## src/rtl/core_ctrl_if.sv

```systemverilog
// core_ctrl_if: input-stream handshake, ofifo status and instruction word between core_ctrl and core
interface core_ctrl_if;
  logic        in_valid;
  logic        in_ready;
  logic        fifo_valid;
  logic [19:0] inst;
  modport master(output in_valid, output fifo_valid, input in_ready, input inst);
  modport slave(input in_valid, input fifo_valid, output in_ready, output inst);
endinterface

```

## src/rtl/core_ctrl.sv

```systemverilog
// core_ctrl: instruction sequencer producing the core inst word for one attention tile
module core_ctrl #(
  parameter int col = 8,
  parameter int pr  = 16,
  parameter int bw  = 8
) (
  input  logic         clk,
  input  logic         reset,
  input  logic         start,
  input  logic [3:0]   n_q,
  core_ctrl_if.slave   bus,
  output logic         busy,
  output logic         done,
  output logic [3:0]   state
);
  typedef enum logic [3:0] {
    IDLE  = 4'd0,
    QWR   = 4'd1,
    KWR   = 4'd2,
    KLOAD = 4'd3,
    KGAP  = 4'd4,
    EXEC  = 4'd5,
    DRAIN = 4'd6,
    OREAD = 4'd7,
    NORM  = 4'd8,
    DONE  = 4'd9
  } state_t;

  if (col < 1 || col > 16 || pr * bw < 1) begin : g_bad_cfg
    $error("core_ctrl: col must be 1..16 and pr*bw positive");
  end

  state_t      st, st_d;
  logic [4:0]  cnt, cnt_d;
  logic [1:0]  ph, ph_d;
  logic [3:0]  nq, nq_d;
  logic [19:0] inst_q, inst_d;
  logic        last_q;

  assign last_q       = cnt == {1'b0, nq};
  assign bus.in_ready = (st == QWR) || (st == KWR);
  assign bus.inst     = inst_q;
  assign busy         = st != IDLE;
  assign done         = st == DONE;
  assign state        = st;

  // State, counters and the instruction word; the word issued for a cycle's
  // action appears after the following edge, so core sees mem_in one cycle
  // after the handshake that produced the write strobe.
  always_ff @(posedge clk or negedge reset) begin
    if (!reset) begin
      st     <= IDLE;
      cnt    <= '0;
      ph     <= '0;
      nq     <= '0;
      inst_q <= '0;
    end else begin
      st     <= st_d;
      cnt    <= cnt_d;
      ph     <= ph_d;
      nq     <= nq_d;
      inst_q <= inst_d;
    end
  end

  // Next state, counter updates and the instruction bits for the current state
  always_comb begin
    st_d   = st;
    cnt_d  = cnt;
    ph_d   = ph;
    nq_d   = nq;
    inst_d = '0;
    case (st)
      IDLE: begin
        if (start) begin
          nq_d  = n_q;
          cnt_d = '0;
          st_d  = QWR;
        end
      end
      QWR: begin
        if (bus.in_valid) begin
          inst_d[4]     = 1'b1;
          inst_d[15:12] = cnt[3:0];
          cnt_d         = last_q ? 5'd0 : cnt + 5'd1;
          st_d          = last_q ? KWR : QWR;
        end
      end
      KWR: begin
        if (bus.in_valid) begin
          inst_d[2]     = 1'b1;
          inst_d[15:12] = cnt[3:0];
          cnt_d         = (cnt == 5'(col - 1)) ? 5'd0 : cnt + 5'd1;
          st_d          = (cnt == 5'(col - 1)) ? KLOAD : KWR;
        end
      end
      KLOAD: begin
        inst_d[3]     = cnt < 5'(col);
        inst_d[15:12] = (cnt < 5'(col)) ? cnt[3:0] : 4'd0;
        inst_d[6]     = cnt != 5'd0;
        cnt_d         = (cnt == 5'(col)) ? 5'd0 : cnt + 5'd1;
        st_d          = (cnt == 5'(col)) ? KGAP : KLOAD;
      end
      KGAP: begin
        cnt_d = (cnt == 5'd1) ? 5'd0 : cnt + 5'd1;
        st_d  = (cnt == 5'd1) ? EXEC : KGAP;
      end
      EXEC: begin
        inst_d[5]     = cnt <= {1'b0, nq};
        inst_d[15:12] = (cnt <= {1'b0, nq}) ? cnt[3:0] : 4'd0;
        inst_d[7]     = cnt != 5'd0;
        cnt_d         = (cnt == {1'b0, nq} + 5'd1) ? 5'd0 : cnt + 5'd1;
        st_d          = (cnt == {1'b0, nq} + 5'd1) ? DRAIN : EXEC;
      end
      DRAIN: begin
        st_d = bus.fifo_valid ? OREAD : DRAIN;
      end
      OREAD: begin
        if (bus.fifo_valid) begin
          inst_d[16]   = 1'b1;
          inst_d[0]    = 1'b1;
          inst_d[11:8] = cnt[3:0];
          cnt_d        = last_q ? 5'd0 : cnt + 5'd1;
          st_d         = last_q ? NORM : OREAD;
        end
      end
      NORM: begin
        inst_d[11:8] = cnt[3:0];
        inst_d[1]    = ph == 2'd0;
        inst_d[17]   = ph == 2'd1;
        inst_d[18]   = ph == 2'd2;
        inst_d[0]    = ph == 2'd2;
        ph_d         = (ph == 2'd2) ? 2'd0 : ph + 2'd1;
        cnt_d        = (ph != 2'd2) ? cnt : last_q ? 5'd0 : cnt + 5'd1;
        st_d         = (ph == 2'd2 && last_q) ? DONE : NORM;
      end
      DONE: begin
        st_d = IDLE;
      end
      default: begin
        st_d = IDLE;
      end
    endcase
  end
endmodule
```

## src/flat_wrapper.sv

```systemverilog
// flat-port wrapper written by rule: the top's interface ports become plain ports
module core_ctrl_flat 
#(
  parameter int col = 8,
  parameter int pr  = 16,
  parameter int bw  = 8
)
  (clk, reset, start, n_q, busy, done, state, bus_in_valid, bus_fifo_valid, bus_in_ready, bus_inst);
  core_ctrl_if bus_i ();
  input  logic clk;
  input  logic reset;
  input  logic start;
  input  logic [3:0] n_q;
  output logic busy;
  output logic done;
  output logic [3:0] state;
  input wire logic [$bits(bus_i.in_valid)-1:0] bus_in_valid;
  input wire logic [$bits(bus_i.fifo_valid)-1:0] bus_fifo_valid;
  output wire logic [$bits(bus_i.in_ready)-1:0] bus_in_ready;
  output wire logic [$bits(bus_i.inst)-1:0] bus_inst;
  assign bus_i.in_valid = bus_in_valid;
  assign bus_i.fifo_valid = bus_fifo_valid;
  assign bus_in_ready = bus_i.in_ready;
  assign bus_inst = bus_i.inst;
  core_ctrl #(.col(col), .pr(pr), .bw(bw)) u_core (.clk(clk), .reset(reset), .start(start), .n_q(n_q), .bus(bus_i), .busy(busy), .done(done), .state(state));
endmodule
```

## config.mk

```make
export PLATFORM = sky130hd
export DESIGN_NAME = core_ctrl_flat
export DESIGN_NICKNAME = d
export VERILOG_FILES = /design/src/rtl/core_ctrl_if.sv /design/src/rtl/core_ctrl.sv /design/src/flat_wrapper.sv
export SDC_FILE = /design/constraint.sdc
export NUM_CORES = 1
export LEC_CHECK = 0
export CAP_MARGIN = 5
export CORE_MARGIN = 2
export CORE_UTILIZATION = 40
export CTS_CLUSTER_DIAMETER = 80
export DETAILED_ROUTE_END_ITERATION = 8
export PLACE_DENSITY = 0.68
export SLEW_MARGIN = 20
export SYNTH_ARGS = -nofsm -noshare
export SYNTH_HDL_FRONTEND = slang
export SYNTH_SLANG_ARGS = --single-unit
```

## constraint.sdc

```tcl
create_clock -name clk -period 3.55 [get_ports clk]
set_clock_uncertainty 0.1 [all_clocks]
set_input_delay 1.065 -clock clk [delete_from_list [all_inputs] [get_ports clk]]
set_output_delay 1.065 -clock clk [all_outputs]
set_load 0.05 [all_outputs]
```

### Yosys cells after proc, flatten, opt, wreduce, memory -nomap -nowiden

Cells that the tools add are included.

* flip-flop bits (word level): 34
* input port bits: 9
* output and inout port bits: 27
* logic and storage cells: 86

* add/subtract/negate cells: 3
* order comparisons: 2
* eq/ne operators: 22
* multiplexer cells: 43
* reduce and logical (&&, ||, !) cells: 11

Operators with widths (number)
* $mux W5: 10
* $pmux W5 S8: 1
* $mux W4: 9
* $pmux W4 S9: 1
* $eq A4 B3 Y1 const B: 4
* $mux W1: 14
* $ne A2 B2 Y1 const B: 6
* $pmux W4 S3: 1
* $eq A4 B2 Y1 const B: 2
* $eq A4 B4 Y1 const B: 2
* $mux W2: 4
* $pmux W4 S2: 1
* $reduce_bool A8 Y1: 1
* $reduce_and A6 Y1: 1
* $add A4 B1 Y5 const B: 1
* $add A5 B1 Y5 const B: 1
* $eq A5 B1 Y1 const B: 1
* $eq A5 B3 Y1 const B: 1
* $eq A5 B4 Y1: 1
* $eq A5 B4 Y1 const B: 1
* $eq A5 B5 Y1: 1
* $le A5 B4 Y1: 1
* $lt A5 B4 Y1 const B: 1
* $reduce_bool A5 Y1: 1
* 14 further kinds: 14

### Depth between registers and ports, before layout

Gate-level depths: netlist of the first run.

* depth after elaboration: 4
* mapped depth: 8
* depth with buffers taken out: 8

### Least setup slack after synthesis of the first run

OpenSTA, ideal clock, no wires.

* path kind: reg-to-output
* from: register u_core.st[0] (netlist: u_core.state[0])
* to: output port done
* arrival time: 2.160 ns
* required time: 2.385 ns
* path slack: 0.225 ns
* stages on the path, launching flop included: 4
* buffers on the path: 1
* cell sequence: dfrtp_1 > clkbuf_1 > inv_1 > nor3_1

* cells in the longest elaborated chain, start to end: 1

Ends and longest elaborated chain
* start, declared: line core_ctrl.sv:33 `state_t st, st_d;`
* start signal, assigned: line core_ctrl.sv:58 `st <= st_d;`
* $eq A4 B4 Y1: line core_ctrl.sv:44 `assign done = st == DONE;`
* end, declared: line flat_wrapper.sv:15 `output logic done;`

No other way between the ends.

### Final worst setup path of the first run

* from: register u_core.st[3] (netlist: u_core.state[3])
* to: output port done

The elaborated chain is that of the path after synthesis.

==> impl_metrics.py, run 1 <==
metrics = {
    "drt": {
        "wirelength_um": 4220,
        "vias_per_cell": 5.41,
        "post_drt_wl_per_cell_um": 14.9,
        "drc": 0,
        "drt_iter0_drc": 157,
        "vias": 1531,
        "dr.pass1.iters": 8,
        "ant_nets": 0,
    },
    "layout": {
        "drive_gt1_frac": 0.104,
        "finalNetCount": 247,
        "area_growth_pct": 27.4,
        "finalInstanceArea_um2": 2340,
        "n_antenna_cell": 0,
    },
    "pwr": {
        "switching_share": 0.435,
        "p_leak_uw": 0.00106,
        "seqPwrFrac": 0.320,
        "switchingPower_uw": 748,
        "p_per_area_nw_per_um2": 734,
        "p_clk_frac": 0.171,
        "combPwrFrac": 0.509,
        "p_int_uw": 972,
        "vdd_drop_max_mv": 0.361,
    },
    "synthesis": {
        "synth-seq-area-share": 0.463,
        "synth_area_per_cell_um2": 9.52,
        "synth_area_leader_cell": "dfrtp_1",
        "synth_edf_count": 0,
        "yosys-top-cells-count": "34 x dfrtp_1, 15 x inv_1, 14 x nor2_1, 12 x a21oi_1, 12 x nand2_1",
        "yosys-top-cells-area": "dfrtp_1 46%, ha_1 5.4%, a21oi_1 3.3%",
        "async_reset_ff_frac": 1.00,
        "synth_top_area_share": 0.463,
        "syn-cell-area_um2": 1840,
        "synth_cell_types": 47,
        "synth_warnings": 0,
        "ys.flop_type": "dfrtp_1",
        "ys_ff_latch": 34,
        "yosysMostFrequentCell": "dfrtp_1",
        "synth_fp_nets": 210,
        "syn_inst": 193,
    },
    "timing": {
        "rsz0062_at_grt": "false",
        "final.period_utilization": 0.899,
        "tightestPinTransition_ns": 0.572,
        "hold_viol_final": 0,
        "slew-limit-headroom": 0.609,
        "period_needed_ns": 3.19,
        "final.setup.tns_ns": 0,
        "clock.fmax_mhz": 313,
        "setup_viol": 0,
        "final_max_slew_viol_count": 0,
    },
    "worst_setup_path": {
        "critPathRequiredTime_ns": 2.38,
        "worst-path-max-fanout": 11,
        "critPathMaxStageDelay_ns": 0.83,
        "cp-end-kind": "output port",
        "path_cells": "nand2b_1 > nor3_1 > clkdlybuf4s50_1",
        "critPathSlowestCell": "clkdlybuf4s50_1",
        "arrival_ns": 2.03,
        "start_kind": "flip-flop",
        "crit_type": "reg2out",
    },
    "global_route": {
        "antenna_found_initial": 0,
        "grt.total_usage": 0.175,
        "grt_pass1_wl_um": 7000,
        "grt_pass1_vias": 1452,
        "grt-ovfl-total": 0,
        "grt_start_max_net_pins": 35,
    },
    "clock_tree": {
        "htreeDepth": 2,
        "cts_tree": "done",
        "cts_hold_buf": 0,
        "numCtsBuffers": 5,
        "cts_setup_buffers": 0,
        "clock_path_buffers": 2,
        "cts.reportedPaths.clkPinSlew_ns": 0.07,
        "clkSinkCount": 34,
        "cts_resized": 0,
        "insertion_delay_ns": 0.29,
        "cts-root-buf": "clkbuf_8",
    },
    "place": {
        "gp_congestion": 0.909,
        "dpl_cell_area_um2": 2250,
        "hpwl_um": 3140,
        "place.port_buffers": 34,
    },
    "floorplanning": {
        "ios": 36,
        "die_w_um": 71.8,
        "die_y_um": 71.8,
        "initial_utilization": 0.419,
        "core_area_um2": 4380,
        "die-area_um2": 5150,
        "rows": 24,
    },
    "flow_run": {
        "drv_cap": 0,
    },
    "min_path": {
        "min_path_type": "reg2reg",
    },
    "outcome": {
        "status": "finished clean",
    },
}
-- final timing paths --
check	slack [ns]	depth (start not counted)	to	startpoint
hold / removal	0.41	1	u_core.bus.inst[17]	u_core.ph[1]
hold reg to reg	0.41	1	u_core.bus.inst[17]	u_core.ph[1]
min in group asynchronous	1.09	2	u_core.bus.inst[17]	reset
setup reg to reg	0.85	7	u_core.cnt[0]	u_core.cnt[3]
max in group asynchronous	1.95	2	u_core.cnt[1]	reset
setup / recovery	0.36	3	done	u_core.state[3]
-- layer usage --
layer / track usage / share of wire
met2: 0.270 / 0.46
met5: 0 / 0
met3: 0.0394 / 0.064
met4: 0.0566 / 0.014
met1: 0.246 / 0.46
-- worst max-delay path, delay by kind of cell, from the launching register on --
| family | cells | cell delay, ns |
|---|---|---|
| DFF | 1 | 0.56 |
| and+or+nand+nor | 2 | 0.35 |
| buffers and inverters | 1 | 0.83 |
-- cell usage in the layout (no fill, tap or decap), types with 2 or more instances in the layout --
master,n
a2111oi_0,4
a211o_1,2
a21o_1,2
a21oi_1,12
and2_1,4
and3_1,2
buf_4,7
clkbuf_8,6
clkdlybuf4s50_1,34
dfrtp_1,34
ha_1,8
inv_1,15
mux2_2,4
nand2_1,12
nand2b_1,4
nand3_1,8
nor2_1,14
nor2b_1,5
nor3_1,9
nor3b_1,3
o211ai_1,2
o21ai_0,8
or2_2,2
xnor2_1,2
xor2_1,3
-- cell families (layout without fill, tap and decap cells) --
logic type | count (synthesis) | count (layout) | synth area share
other | 1 | 1 | 0.00204
buffers and inverters | 26 | 64 | 0.0551
and+or+nand+nor | 68 | 68 | 0.193
muxes | 6 | 6 | 0.0381
adders and majority gates | 8 | 8 | 0.0545
AOI/OAI and AO/OA | 45 | 45 | 0.170
xor gates and xnor gates | 5 | 5 | 0.0238
DFF | 34 | 34 | 0.463
-- area by class of cell --
| class | count | area (µm²) |
|---|---|---|
| fill | 418 | 2040 |
| sequential | 34 | 851 |
| clock buffer | 7 | 86.3 |
| timing repair buffer | 41 | 393 |
| tap | 52 | 65.1 |
| inverter | 15 | 56.3 |
| clock inverter | 1 | 5.00 |
| multi-input combinational | 133 | 886 |
-- power groups by stage --
stage	Sequential [µW]	Combinational (µW)	Clock, µW
floorplan	635	544	0
detailed placement	558	871	0
finish	551	875	294
global placement	558	866	0
global route	566	961	318
CTS	551	876	303
-- sequential cells by signal, summed over array words and instances, names as in the netlist --
signal / flops
u_core.bus.inst: 19
u_core.cnt: 5
u_core.nq: 4
u_core.ph: 2
u_core.state: 4
-- stage by stage --
| stage | cells | hold WS, ns | util | setup slack [ns] | power, µW |
|---|---|---|---|---|---|
| after floorplan | 193 | 0.372 | - | 0.225 | 1180 |
| after global placement | 275 | 0.404 | 0.513 | 0.628 | 1420 |
| after detailed placement | 275 | 0.399 | 0.513 | 0.647 | 1430 |
| after CTS | 283 | 0.413 | 0.534 | 0.350 | 1730 |
| after global routing | 283 | 0.449 | 0.534 | 0.264 | 1850 |
| final | 283 | 0.412 | 0.534 | 0.358 | 1720 |
No activity file was read; power rests on OpenSTA's default activity.
==> inputs of run 2 (changes only) <==
--- a/config.mk
+++ b/config.mk
@@ -5,12 +5,13 @@
 export SDC_FILE = /design/constraint.sdc
 export NUM_CORES = 1
 export LEC_CHECK = 0
+export ABC_CLOCK_PERIOD_IN_PS = 3550
 export CAP_MARGIN = 5
 export CORE_MARGIN = 2
-export CORE_UTILIZATION = 40
+export CORE_UTILIZATION = 50
 export CTS_CLUSTER_DIAMETER = 80
 export DETAILED_ROUTE_END_ITERATION = 8
-export PLACE_DENSITY = 0.68
+export PLACE_DENSITY = 0.82
 export SLEW_MARGIN = 20
 export SYNTH_ARGS = -nofsm -noshare
 export SYNTH_HDL_FRONTEND = slang
==> run 2 against run 1 <==
Effect of this change:
- critical path depth stayed put
- clock power is 3% higher
- global-route usage is 5.0 points higher
- first-iteration DRC count is 8.9% lower
- wire length is 3.1% lower
- via count is 0.98% higher
- critical path type unchanged
- sequential power is 1% higher
- design area is 1.0% lower
- sequential share of layout area is 0.37 points higher
- die area is 19% lower
- highest routed layer unchanged
==> impl_metrics.py, run 2 (synthesized netlist as in run 1, its figures left out) <==
metrics = {
    "timing": {
        "final.setup.tns_ns": 0,
        "tightestPinTransition_ns": 0.628,
        "final_max_slew_viol_count": 0,
        "rsz0062_at_grt": "false",
        "final.period_utilization": 0.955,
        "setup_viol": 0,
        "hold_viol_final": 0,
        "period_needed_ns": 3.39,
        "clock.fmax_mhz": 295,
        "slew-limit-headroom": 0.577,
    },
    "layout": {
        "finalNetCount": 244,
        "n_fill_cell": 295,
        "n_antenna_cell": 0,
        "fin_util": 0.643,
        "largest_reg_flops": 19,
        "area_growth_pct": 26.1,
        "drive_gt1_frac": 0.0965,
        "mostFrequentLayoutCells": "34 x clkdlybuf4s50_1, 34 x dfrtp_1, 15 x inv_1",
    },
    "clock_tree": {
        "cts_resized": 0,
        "cts_hold_buf": 0,
        "cts.reportedPaths.clkPinSlew_ns": 0.07,
        "htreeDepth": 2,
        "cts_setup_buffers": 0,
        "cts_tree": "done",
        "clock_path_buffers": 2,
        "insertion_delay_ns": 0.29,
        "numCtsBuffers": 5,
        "cts-root-buf": "clkbuf_8",
        "clkSinkCount": 34,
    },
    "drt": {
        "post_drt_wl_per_cell_um": 14.8,
        "wirelength_um": 4090,
        "dr.pass1.iters": 5,
        "vias": 1546,
        "drt_iter0_drc": 143,
        "drc": 0,
        "vias_per_cell": 5.60,
        "ant_nets": 0,
    },
    "place": {
        "place.port_buffers": 34,
        "hpwl_um": 2990,
        "gp_congestion": 0.916,
    },
    "global_route": {
        "grt_pass1_wl_um": 7100,
        "grt_pass1_vias": 1460,
        "grt.total_usage": 0.225,
        "antenna_found_initial": 0,
        "grt-ovfl-total": 0,
        "grt_start_max_net_pins": 35,
    },
    "floorplanning": {
        "rows": 22,
        "die_y_um": 64.6,
        "initial_utilization": 0.510,
        "ios": 36,
        "die_w_um": 64.6,
        "core_area_um2": 3610,
        "die-area_um2": 4180,
    },
    "worst_setup_path": {
        "ff2ff_setup_slack_ns": 0.71,
        "r2r_end": "u_core.cnt[3]",
        "crit_type": "reg2out",
        "cp-end-kind": "output port",
        "start_kind": "flip-flop",
        "arrival_ns": 2.23,
        "reg2reg_from": "u_core.cnt[3]",
        "critPathRequiredTime_ns": 2.38,
        "worst-path-max-fanout": 14,
        "reg2reg_depth": 7,
    },
    "min_path": {
        "hold_path_depth": 1,
        "hp-start": "u_core.ph[0]",
        "min_path_type": "reg2reg",
        "hold_end": "u_core.bus.inst[1]",
    },
    "pwr": {
        "p_per_area_nw_per_um2": 739,
        "p_leak_uw": 0.00104,
        "vdd_drop_max_mv": 0.332,
        "p_total_uw": 1710,
    },
    "outcome": {
        "status": "finished clean",
    },
    "flow_run": {
        "drv_cap": 0,
    },
}
run 2: changes by cell type in the layout (fill, tap and decap cells not counted), sizes merged:
| cell | before | now |
|---|---|---|
| buf | 7 | 4 |
| clkinvlp | 0 | 1 |
| clkbuf | 7 | 6 |
run 2: worst max-delay path: stages, from the launching register on:
cell and delay (ns):
dfrtp_1 0.57, nor2b_1 0.34, o21a_1 0.21, clkdlybuf4s50_1 0.80
run 2: metrics by stage:
step,worst slack (ns),hold slack [ns],cell area (µm²),std cells
finish,0.159,0.424,2320,276
global route,0.0152,0.445,2320,276
CTS,0.167,0.416,2320,276
detailed placement,0.506,0.404,2220,268
global placement,0.538,0.400,2220,268
floorplan,0.225,0.372,1840,193
run 2: layer usage:
layer  track usage  vias to the layer above  wire (µm)
li1              -                      750          -
met1         0.302                      707       1810
met2         0.337                       79       1870
met3        0.0573                       10        306
met4         0.114                        0        102
met5             0                        -          0
run 2: layout make-up:
cell class / count / area (µm²) / share of cell area
clock buffers: 6 / 82.6 / 0.0356
clock inverters: 2 / 12.5 / 0.00540
inverters: 15 / 56.3 / 0.0243
multi-input cells: 133 / 886 / 0.382
flip-flops and latches: 34 / 851 / 0.367
well taps: 48 / 60.1 / 0.0259
repair buffers: 38 / 370 / 0.160
run 2: power by group:
group | internal [µW] | total [µW] | switching [µW] | leakage, µW
Sequential | 461 | 559 | 97.4 | 0.000457
Clock | 156 | 303 | 147 | 0.0000472
Combinational | 341 | 851 | 510 | 0.000537
run 2: worst max path at each step:
| stage | start | to | slack, ns | cells after the start |
|---|---|---|---|---|
| after global placement | u_core.state[0] | bus_in_ready | 0.54 | 3 |
| final | u_core.state[0] | bus_in_ready | 0.16 | 3 |
| after detailed placement | u_core.state[0] | bus_in_ready | 0.51 | 3 |
| after floorplan | u_core.state[0] | done | 0.22 | 3 |
| after global routing | u_core.state[0] | bus_in_ready | 0.02 | 3 |
| after CTS | u_core.state[0] | bus_in_ready | 0.17 | 3 |
==> inputs of run 3 (changes only) <==
--- a/config.mk
+++ b/config.mk
@@ -5,13 +5,14 @@
 export SDC_FILE = /design/constraint.sdc
 export NUM_CORES = 1
 export LEC_CHECK = 0
-export ABC_CLOCK_PERIOD_IN_PS = 3550
+export ABC_CLOCK_PERIOD_IN_PS = 4300
 export CAP_MARGIN = 5
 export CORE_MARGIN = 2
 export CORE_UTILIZATION = 50
 export CTS_CLUSTER_DIAMETER = 80
 export DETAILED_ROUTE_END_ITERATION = 8
 export PLACE_DENSITY = 0.82
+export REMOVE_ABC_BUFFERS = 1
 export SLEW_MARGIN = 20
 export SYNTH_ARGS = -nofsm -noshare
 export SYNTH_HDL_FRONTEND = slang
==> constraint.sdc (replaced) <==
create_clock -name clk -period 4.3 [get_ports clk]
set_clock_uncertainty 0.1 [all_clocks]
set_input_delay 1.29 -clock clk [delete_from_list [all_inputs] [get_ports clk]]
set_output_delay 1.29 -clock clk [all_outputs]
set_load 0.05 [all_outputs]
==> run 3 against run 2 <==
Effect of this change:
- first-iteration DRC count down 2.8%
- design area down 1.7%
- wire length down 5.4%
- sequential power down 15%
- clock power down 27%
- clock-buffer cell count down 1
- global-route usage down 2.0 points
- critical endpoint unchanged
- highest routed layer unchanged
==> impl_metrics.py, run 3 (synthesized netlist as in run 1, its figures left out) <==
metrics = {
    "outcome": {
        "status": "finished clean",
    },
    "clock_tree": {
        "cts_tree": "done",
        "cts_setup_buffers": 0,
        "cts-root-buf": "clkbuf_8",
        "insertion_delay_ns": 0.29,
        "cts_hold_buf": 0,
        "htreeDepth": 2,
        "clkSinkCount": 34,
        "cts.reportedPaths.clkPinSlew_ns": 0.07,
        "clock_path_buffers": 2,
        "cts_resized": 0,
        "numCtsBuffers": 5,
    },
    "drt": {
        "ant_nets": 0,
        "wirelength_met1_um": 1690,
        "post_drt_wl_per_cell_um": 14.2,
        "drt_iter0_drc": 139,
        "vias": 1525,
        "drc": 0,
        "vias_per_cell": 5.61,
        "wirelength_um": 3870,
        "dr_wl_met3_um": 207,
        "top_layer_used": "met4",
        "wl_met2_um": 1920,
        "dr.pass1.iters": 4,
    },
    "layout": {
        "n_antenna_cell": 0,
        "drive_gt1_frac": 0.0804,
        "largest_reg_flops": 19,
        "finalNetCount": 241,
        "mostFrequentLayoutCells": "34 x clkdlybuf4s50_1, 34 x dfrtp_1, 15 x inv_1",
        "fin_util": 0.632,
        "area_growth_pct": 24.0,
    },
    "timing": {
        "final.setup.tns_ns": 0,
        "setup_viol": 0,
        "hold_viol_final": 0,
        "rsz0062_at_grt": "false",
        "final.period_utilization": 0.871,
        "worst_hold_slack_ns": 0.426,
        "clock.fmax_mhz": 267,
        "slew-limit-headroom": 0.568,
        "tightestPinTransition_ns": 0.648,
        "final_max_slew_viol_count": 0,
        "period_needed_ns": 3.74,
    },
    "floorplanning": {
        "rows": 22,
        "die_w_um": 64.6,
        "die-area_um2": 4180,
        "core_area_um2": 3610,
        "die_y_um": 64.6,
        "initial_utilization": 0.510,
        "ios": 36,
    },
    "worst_setup_path": {
        "critPathSlowestCell": "clkdlybuf4s50_1",
        "path_cells": "nor2_1 > o21a_1 > clkdlybuf4s50_1",
        "crit_type": "reg2out",
        "critPathRequiredTime_ns": 2.91,
        "start_kind": "flip-flop",
        "reg2reg_depth": 7,
        "critPathMaxStageDelay_ns": 0.80,
        "cp-end-kind": "output port",
        "worst-path-max-fanout": 23,
        "arrival_ns": 2.35,
    },
    "global_route": {
        "grt_pass1_wl_um": 6520,
        "grt-ovfl-total": 0,
        "antenna_found_initial": 0,
        "grt.total_usage": 0.205,
        "grt_start_max_net_pins": 35,
        "grt_pass1_vias": 1386,
    },
    "pwr": {
        "vdd_drop_max_mv": 0.299,
        "p_per_area_nw_per_um2": 603,
        "p_leak_uw": 0.00102,
    },
    "place": {
        "place.port_buffers": 34,
        "hpwl_um": 2740,
        "gp_congestion": 0.911,
    },
    "min_path": {
        "hold_path_depth": 1,
        "min_path_type": "reg2reg",
    },
    "flow_run": {
        "drv_cap": 0,
    },
}
run 3: worst max-delay path, delay by kind of cell (launching register included):
family | cells | cell delay (ns)
buffers and inverters | 1 | 0.80
flip-flops | 1 | 0.62
AND/OR/NAND/NOR | 1 | 0.44
AO/OA/AOI/OAI | 1 | 0.20
run 3: final timing paths:
check                                 from                  end  slack [ns]
max reg2reg                  u_core.cnt[3]        u_core.cnt[4]        1.42
min in group asynchronous            reset   u_core.bus.inst[2]        1.31
min reg2reg                   u_core.ph[1]  u_core.bus.inst[17]        0.43
max in group asynchronous            reset   u_core.bus.inst[0]        2.48
max                        u_core.state[2]         bus_in_ready        0.56
min                           u_core.ph[1]  u_core.bus.inst[17]        0.43
run 3: power by group:
group / total, µW / internal (µW) / switching [µW]
Clock: 221 / 108 / 113
Sequential: 476 / 381 / 95.6
Combinational: 676 / 275 / 400
run 3: final cells by class:
cell class	instances	area, µm²
Sequential cell	34	851
Clock inverter	2	10.0
Timing Repair Buffer	35	348
Multi-Input combinational cell	133	886
Clock buffer	5	68.8
Inverter	15	56.3
Tap cell	48	60.1
Fill cell	302	1330
run 3: through the flow:
stage | total power (µW) | setup WS (ns) | std cells | cell area (µm²)
floorplan | 964 | 0.827 | 182 | 1790
global placement | 1140 | 0.947 | 265 | 2200
detailed placement | 1150 | 0.911 | 265 | 2200
CTS | 1380 | 0.596 | 272 | 2280
global route | 1480 | 0.457 | 272 | 2280
finish | 1370 | 0.556 | 272 | 2280
run 3: layer usage:
layer,track usage,vias to the layer above
met5,0,-
met4,0.0665,0
met3,0.0538,7
met2,0.339,44
met1,0.264,729
li1,-,745
